File: config.mk
export PLATFORM = sky130hd
export DESIGN_NAME = cp0_timer_flat
export DESIGN_NICKNAME = d
export VERILOG_FILES = /design/src/rtl/cp0_timer_if.sv /design/src/rtl/cp0_timer.sv /design/src/flat_wrapper.sv
export SDC_FILE = /design/constraint.sdc
export NUM_CORES = 1
export LEC_CHECK = 0
export BUFFER_PORTS_ARGS = -buffer_cell sky130_fd_sc_hd__buf_2
export CORE_UTILIZATION = 45
export CTS_CLUSTER_DIAMETER = 100
export DETAILED_ROUTE_END_ITERATION = 8
export PLACE_DENSITY = 0.72
export REMOVE_ABC_BUFFERS = 1
export SKIP_CTS_REPAIR_TIMING = 1
export SYNTH_ARGS = -nofsm -noshare
export SYNTH_HDL_FRONTEND = slang
export SYNTH_SLANG_ARGS = --single-unit
File: constraint.sdc
create_clock -name clk -period 4.86 [get_ports clk]
set_clock_uncertainty 0.2 [all_clocks]
set_input_delay 1.458 -clock clk [delete_from_list [all_inputs] [get_ports clk]]
set_output_delay 1.458 -clock clk [all_outputs]
set_load 0.05 [all_outputs]
File: src/rtl/cp0_timer_if.sv
// Data-bus register window between the CPU and the cp0_timer.
// Addr is the word address [31:2]; Dout is combinational read data.
interface cp0_timer_if;
    logic [29:0] Addr;
    logic        WE;
    logic [31:0] Din;
    logic [31:0] Dout;

    modport master (
        output Addr,
        output WE,
        output Din,
        input  Dout
    );

    modport slave (
        input  Addr,
        input  WE,
        input  Din,
        output Dout
    );
endinterface

File: src/rtl/cp0_timer.sv
// Memory-mapped down-counting interval timer driving CP0 HWInt[2].
// CTRL/PRESET/COUNT are reached through a three-word register window.
module cp0_timer #(
    parameter int unsigned DIV = 1
) (
    input  logic         clk,
    input  logic         reset,
    cp0_timer_if.slave   bus,
    output logic         IRQ
);

    localparam int unsigned PW         = (DIV > 1) ? $clog2(DIV) : 1;
    localparam logic [PW-1:0] PRESC_LAST = PW'(DIV - 1);

    localparam int unsigned EN_BIT = 0;
    localparam int unsigned IM_BIT = 3;

    localparam logic [1:0] A_CTRL   = 2'd0;
    localparam logic [1:0] A_PRESET = 2'd1;
    localparam logic [1:0] A_COUNT  = 2'd2;

    typedef enum logic [1:0] {
        IDLE = 2'd0,
        LOAD = 2'd1,
        CNT  = 2'd2,
        INT  = 2'd3
    } state_t;

    state_t          state_q, state_d;
    logic [3:0]      ctrl_q, ctrl_d;
    logic [31:0]     preset_q, preset_d;
    logic [31:0]     count_q, count_d;
    logic [PW-1:0]   presc_q, presc_d;
    logic            irq_q, irq_d;

    logic            wr_ctrl;
    logic            wr_preset;
    logic            reload;
    logic            tick;
    logic            unused_addr;

    assign wr_ctrl     = bus.WE && (bus.Addr[1:0] == A_CTRL);
    assign wr_preset   = bus.WE && (bus.Addr[1:0] == A_PRESET);
    assign reload      = (ctrl_q[2:1] == 2'd1);
    assign tick        = (presc_q == PRESC_LAST);
    assign unused_addr = ^bus.Addr[29:2];

    // State register
    always_ff @(posedge clk or negedge reset) begin
        if (!reset) begin
            state_q <= IDLE;
        end else begin
            state_q <= state_d;
        end
    end

    // Datapath registers
    always_ff @(posedge clk or negedge reset) begin
        if (!reset) begin
            ctrl_q   <= '0;
            preset_q <= '0;
            count_q  <= '0;
            presc_q  <= '0;
            irq_q    <= 1'b0;
        end else begin
            ctrl_q   <= ctrl_d;
            preset_q <= preset_d;
            count_q  <= count_d;
            presc_q  <= presc_d;
            irq_q    <= irq_d;
        end
    end

    // Next state, bus writes and counter update; later assignments take priority
    always_comb begin
        state_d  = state_q;
        ctrl_d   = ctrl_q;
        preset_d = preset_q;
        count_d  = count_q;
        presc_d  = presc_q;
        irq_d    = irq_q;

        if (wr_ctrl) begin
            ctrl_d = bus.Din[3:0];
        end
        if (wr_preset) begin
            preset_d = bus.Din;
        end
        // A one-shot interrupt is acknowledged by any CTRL/PRESET write
        if ((wr_ctrl || wr_preset) && !reload) begin
            irq_d = 1'b0;
        end

        case (state_q)
            IDLE: begin
                if (ctrl_q[EN_BIT]) begin
                    state_d = LOAD;
                end
            end
            LOAD: begin
                count_d = preset_q;
                presc_d = '0;
                state_d = CNT;
            end
            CNT: begin
                if (!ctrl_q[EN_BIT]) begin
                    state_d = IDLE;
                end else if (tick) begin
                    presc_d = '0;
                    // COUNT of 0 or 1 both expire here, so PRESET=0 acts as 1
                    if (count_q > 32'd1) begin
                        count_d = count_q - 32'd1;
                    end else begin
                        count_d = '0;
                        irq_d   = 1'b1;
                        state_d = INT;
                    end
                end else begin
                    presc_d = presc_q + PW'(1);
                end
            end
            INT: begin
                if (reload) begin
                    irq_d   = 1'b0;
                    state_d = LOAD;
                end else begin
                    // A software CTRL write in this cycle keeps its Enable value
                    if (!wr_ctrl) begin
                        ctrl_d[EN_BIT] = 1'b0;
                    end
                    state_d = IDLE;
                end
            end
            default: begin
                state_d = IDLE;
            end
        endcase
    end

    // Combinational read mux
    always_comb begin
        bus.Dout = '0;
        case (bus.Addr[1:0])
            A_CTRL:   bus.Dout = {28'd0, ctrl_q};
            A_PRESET: bus.Dout = preset_q;
            A_COUNT:  bus.Dout = count_q;
            default:  bus.Dout = '0;
        endcase
    end

    assign IRQ = irq_q & ctrl_q[IM_BIT];

endmodule

File: src/flat_wrapper.sv
// flat-port wrapper written by rule: the top's interface ports become plain ports
module cp0_timer_flat 
#(
    parameter int unsigned DIV = 1
)
  (clk, reset, IRQ, bus_Addr, bus_WE, bus_Din, bus_Dout);
  cp0_timer_if bus_i ();
  input  logic clk;
  input  logic reset;
  output logic IRQ;
  input wire logic [$bits(bus_i.Addr)-1:0] bus_Addr;
  input wire logic [$bits(bus_i.WE)-1:0] bus_WE;
  input wire logic [$bits(bus_i.Din)-1:0] bus_Din;
  output wire logic [$bits(bus_i.Dout)-1:0] bus_Dout;
  assign bus_i.Addr = bus_Addr;
  assign bus_i.WE = bus_WE;
  assign bus_i.Din = bus_Din;
  assign bus_Dout = bus_i.Dout;
  cp0_timer #(.DIV(DIV)) u_core (.clk(clk), .reset(reset), .bus(bus_i), .IRQ(IRQ));
endmodule
After elaboration in Yosys (flattened, before gate mapping)
Cells that the tools add are included.

cells by class
  add/sub/neg operators = 2
  reduce and logical (&&, ||, !) cells = 11
  equal/unequal tests = 11
  mux-type cells = 24
  bitwise logic cells = 1
  $lt $le $gt $ge = 1

operator list
  cell                                                                   number
  32-bit two-way mux                                                     3
  32-bit one-hot mux with 3 select lines                                 1
  32-bit one-hot mux with 2 select lines                                 1
  32-bit by 1-bit > comparator with 1-bit output, second input constant  1
  32-bit by 1-bit subtractor with 32-bit output, second input constant   1
  1-bit two-way mux                                                      12
  2-bit two-way mux                                                      4
  2-bit one-hot mux with 4 select lines                                  1
  2-bit by 1-bit == test with 1-bit output, second input constant        3
  2-bit == test, second input constant                                   3
  3-bit != test, second input constant                                   2
  3-bit AND reduction                                                    2
  2-bit logical NOT                                                      2
  2-bit by 1-bit != test with 1-bit output, second input constant        2
  1-bit one-hot mux with 2 select lines                                  2
  1-bit logical AND                                                      3
  2-bit != test, second input constant                                   1
  2-bit AND reduction                                                    1
  2-bit nonzero test                                                     1
  1-bit adder, second input constant                                     1
  1-bit bitwise AND                                                      1
  1-bit logical NOT                                                      1
  1-bit logical OR                                                       1

word-level totals
  word-level logic and storage cells = 57
  register bits = 72
  bits of input ports = 65
  output and inout port bits = 33

Longest topological paths before layout
  depth after elaboration = 9
  depth in mapped cells = 9
  mapped depth without buffers = 7

Least setup slack after synthesis
OpenSTA, ideal clock, no wires.

  kind = input port to output port
  start point = input port bus_Addr[1]
  end point = output port bus_Dout[10]
  path slack = 0.245 ns
  stages = 5
  arrival = 2.957 ns
  buffers on the path = 3
  data required time = 3.202 ns
  cell sequence = clkbuf_1 > nor2b_1 > clkbuf_1 > buf_1 > a22o_1

on the way
  longest elaborated chain between the ends = 2
  elaborated cells between the ends (all ways) = 4
  those cells by class = 2 x eq/ne; 1 x mux; 1 x reduce/logical

ends and longest elaborated chain
  what                                      line                text
  start, declared                           flat_wrapper.sv:11  input wire logic [$bits(bus_i.Addr)-1:0] bus_Addr;
  2-bit == test (tied with other cells)     cp0_timer.sv:143    case (bus.Addr[1:0])
  32-bit one-hot mux with 3 select lines *  cp0_timer.sv:143
  end, declared                             flat_wrapper.sv:14  output wire logic [$bits(bus_i.Dout)-1:0] bus_Dout;

Every way passes the cells marked *; elsewhere a longest branch is shown, timed or not.

Worst setup path in the final report
  start point = input port bus_Addr[1]
  end point = output port bus_Dout[22]

Same word-level chain as after synthesis.

==> impl_metrics.env <==
export IMPL_status="complete, but fails checks"
export IMPL_violations="DRC"
export IMPL_yosys_warnings=0
export IMPL_crit_buf_inv=3
export IMPL_drive_gt1_frac=0.305
export IMPL_finalHoldViolCount=0
export IMPL_placement_rows=34
export IMPL_cp_start_kind="input port"
export IMPL_crit_family="buffers and inverters"
export IMPL_place_worst_setup_slack_ps=628
export IMPL_post_drt_via_cell_ratio=6.40
export IMPL_maxCapViolations=0
export IMPL_cp_endpoint="bus_Dout[22]"
export IMPL_place_hpwl_microns=7210
export IMPL_fp_dieH_microns=98.5
export IMPL_h_tree_depth=3
export IMPL_tritoncts="built"
export IMPL_final_cell_area_sq_um=4850
export IMPL_hold_path_class="register to register"
export IMPL_period_needed_ps=4230
export IMPL_setup_worst_path_start="bus_Addr[1]"
export IMPL_slew_violations=0
export IMPL_powerDensity_nw_per_um2=596
export IMPL_grt_pass1_vias=3800
export IMPL_critPathCaptureType="output pin"
export IMPL_rsz0062_at_grt="no"
export IMPL_grt_usage=0.243
export IMPL_die_w_microns=98.5
export IMPL_required_ps=3200
export IMPL_path_max_fanout=15
export IMPL_cts_root_buf="clkbuf_8"
export IMPL_final_setup_viol_count=0
export IMPL_power_internal_mw=1.64
export IMPL_slowest_delay_ps=270
export IMPL_arrival_ps=2570
export IMPL_synthSimpleGateAreaFrac=0.188
export IMPL_synth_enable_flop_cells=0
export IMPL_core_area_sq_um=8890
export IMPL_clockPowerShare=0.227
export IMPL_vias=3751
export IMPL_fin_crit_sh=0.870
export IMPL_drt_iter0_markers=248
export IMPL_fin_cells=586
export IMPL_synth_xor_area_share=0
export IMPL_synth_cell_types=55
export IMPL_antenna_found_initial=0
export IMPL_die_area_sq_um=9710
export IMPL_path_depth=5
export IMPL_grt_pass1_wl_microns=18800
export IMPL_postPlaceCellArea_sq_um=4570
export IMPL_async_flop_share=1.00
export IMPL_pin_count=98
export IMPL_reg2reg_to="u_core.count_q[10]"
export IMPL_final_setup_tns_ps=0
export IMPL_io_buffer_count=69
export IMPL_ctsLongestPathBuffers=2
export IMPL_gp_congestion=0.872
export IMPL_netSwitchingFraction=0.431
export IMPL_n_fill_cell=815
export IMPL_cts_sink_count=71
export IMPL_muxShareOfSynthArea=0.104
export IMPL_seq_area_frac_synth=0.424
export IMPL_syn_inst=422
export IMPL_tightest_slew_ps=1070
export IMPL_start_util=0.472
export IMPL_cpMaxStageDelayCell="buf_2"
export IMPL_clk_latency_ps=360
export IMPL_power_mw=2.89
export IMPL_reg2reg_slack_ps=1430
export IMPL_synthAdderAreaFrac=0.00597
export IMPL_synth_compound_area_frac=0.222
export IMPL_p_comb_frac=0.405
export IMPL_timing_hold_ws_ps=323
export IMPL_cts_made_buffers=9
export IMPL_fmax_ghz=0.236
export IMPL_drc=3
export IMPL_drt_pass1_iter_count=7
export IMPL_path_common_cell="buf_2"
export IMPL_path_clk_slew_ps=70
export IMPL_synth_top_family_by_area="compound AO/OA/AOI/OAI gates"
export IMPL_grt_max_degree=43
export IMPL_pwr_share_seq=0.368
export IMPL_ant_nets=0
export IMPL_syn_area_sq_um=4190
export IMPL_gr_total_overflow=0
export IMPL_final_common_cell="dfrtp_1"
export IMPL_synthToLayoutAreaGrowth_pct=15.6
export IMPL_p_sw_mw=1.25
export IMPL_placed_cells=570
export IMPL_reg2reg_depth=5
export IMPL_path_cells="buf_2, nor2b_2, buf_4, a22o_1, buf_2"
export IMPL_maxSlewHeadroom=0.286
export IMPL_synth_flop_cell="dfrtp_1"
export IMPL_r2r_start="u_core.count_q[9]"
export IMPL_leakage_nw=2.09
export IMPL_critPathKind="input port to output pin"
export IMPL_wirelength_microns=11200
export IMPL_nNetsFinal=540
export IMPL_num_antenna_cells=0
export IMPL_postLayoutCoreUtil=0.545
export IMPL_vdd_drop_max_uv=228
export IMPL_setup_slack_ps=630
export IMPL_post_drt_wl_per_cell_microns=19.1
export IMPL_layout_common_cells="71 x dfrtp_1, 69 x buf_2, 39 x nand2_1"
export IMPL_avgSynthCellArea_sq_um=9.94
export IMPL_ys_ff_latch=71
cells in the mapped netlist (all sizes together), types with 2 or more instances:
library cell / instances / area, sq um
clkbuf: 25 / 97.6
and3: 3 / 18.8
o221ai: 6 / 52.6
dfrtp: 71 / 1780
a211o: 2 / 17.5
a31o: 3 / 26.3
nor4: 15 / 128
o22ai: 3 / 18.8
o41ai: 6 / 52.6
nor3: 13 / 70.1
buf: 13 / 86.3
o2111ai: 2 / 17.5
and2: 4 / 25.0
o31a: 2 / 17.5
a22o: 37 / 324
mux2: 35 / 394
nand2: 39 / 146
mux2i: 4 / 40.0
nor2: 7 / 26.3
o41a: 2 / 22.5
o311ai: 2 / 17.5
a21oi: 8 / 40.0
or3: 9 / 56.3
inv: 14 / 52.6
a221o: 3 / 30.0
a211oi: 2 / 15.0
nor2b: 5 / 31.3
nand4: 11 / 81.3
a31oi: 8 / 50.1
ha: 2 / 25.0
a22oi: 7 / 52.6
o21ai: 12 / 60.1
nand3: 14 / 70.1
o31ai: 7 / 52.6
or4: 9 / 67.6
and4: 2 / 17.5
o211ai: 5 / 37.5
power groups by stage:
stage / Clock (mW) / Combinational [mW] / Sequential, mW
after floorplan: 0 / 0.893 / 0.986
after global placement: 0 / 1.13 / 1.05
after detailed placement: 0 / 1.16 / 1.07
after CTS: 0.668 / 1.16 / 1.05
after global routing: 0.690 / 1.28 / 1.10
final: 0.656 / 1.17 / 1.06
layer usage:
layer  track usage  share of wire  up-vias
li1              -              -     1736
met4        0.0896          0.015        0
met3        0.0397          0.061       15
met1         0.314           0.44     1867
met5             0              0        -
met2         0.414           0.49      133
sequential cells by signal, summed over array words and instances (netlist names):
name / flops
u_core.count_q: 32
u_core.preset_q: 32
u_core.ctrl_q: 4
u_core.state_q: 2
u_core.irq_q: 1
final cells by class:
type | count | area, sq um | area share
multi-input cells | 298 | 2190 | 0.451
clock inverters | 5 | 128 | 0.0263
inverters | 15 | 56.3 | 0.0116
repair buffers | 78 | 413 | 0.0852
flip-flops and latches | 71 | 1780 | 0.367
clock buffers | 11 | 151 | 0.0312
well taps | 108 | 135 | 0.0279
worst reg2reg max path, stage by stage, from the launching register on:
cell,delay (ps)
dfrtp_1,490
or4_1,680
nor4_4,350
nand4_2,710
nand3_1,670
o221ai_1,200
cells by family (layout without fill, tap and decap cells):
| kind of cell | Yosys count | count (layout) |
|---|---|---|
| adder cells (fa/ha/maj) | 2 | 2 |
| multiplexers | 39 | 39 |
| buffers and inverters | 53 | 109 |
| AND/OR/NAND/NOR | 137 | 137 |
| AO/OA/AOI/OAI | 120 | 120 |
| flip-flops | 71 | 71 |
worst min-delay path by stage:
stage,from,end,cells after the start
final,u_core.preset_q[10],u_core.count_q[10],2
after global routing,u_core.preset_q[10],u_core.count_q[10],2
after CTS,u_core.preset_q[10],u_core.count_q[10],2
after detailed placement,u_core.preset_q[10],u_core.count_q[10],2
after global placement,u_core.preset_q[10],u_core.count_q[10],2
after floorplan,u_core.preset_q[3],u_core.count_q[3],2
Note: power is estimated with default switching activity, not from simulation.
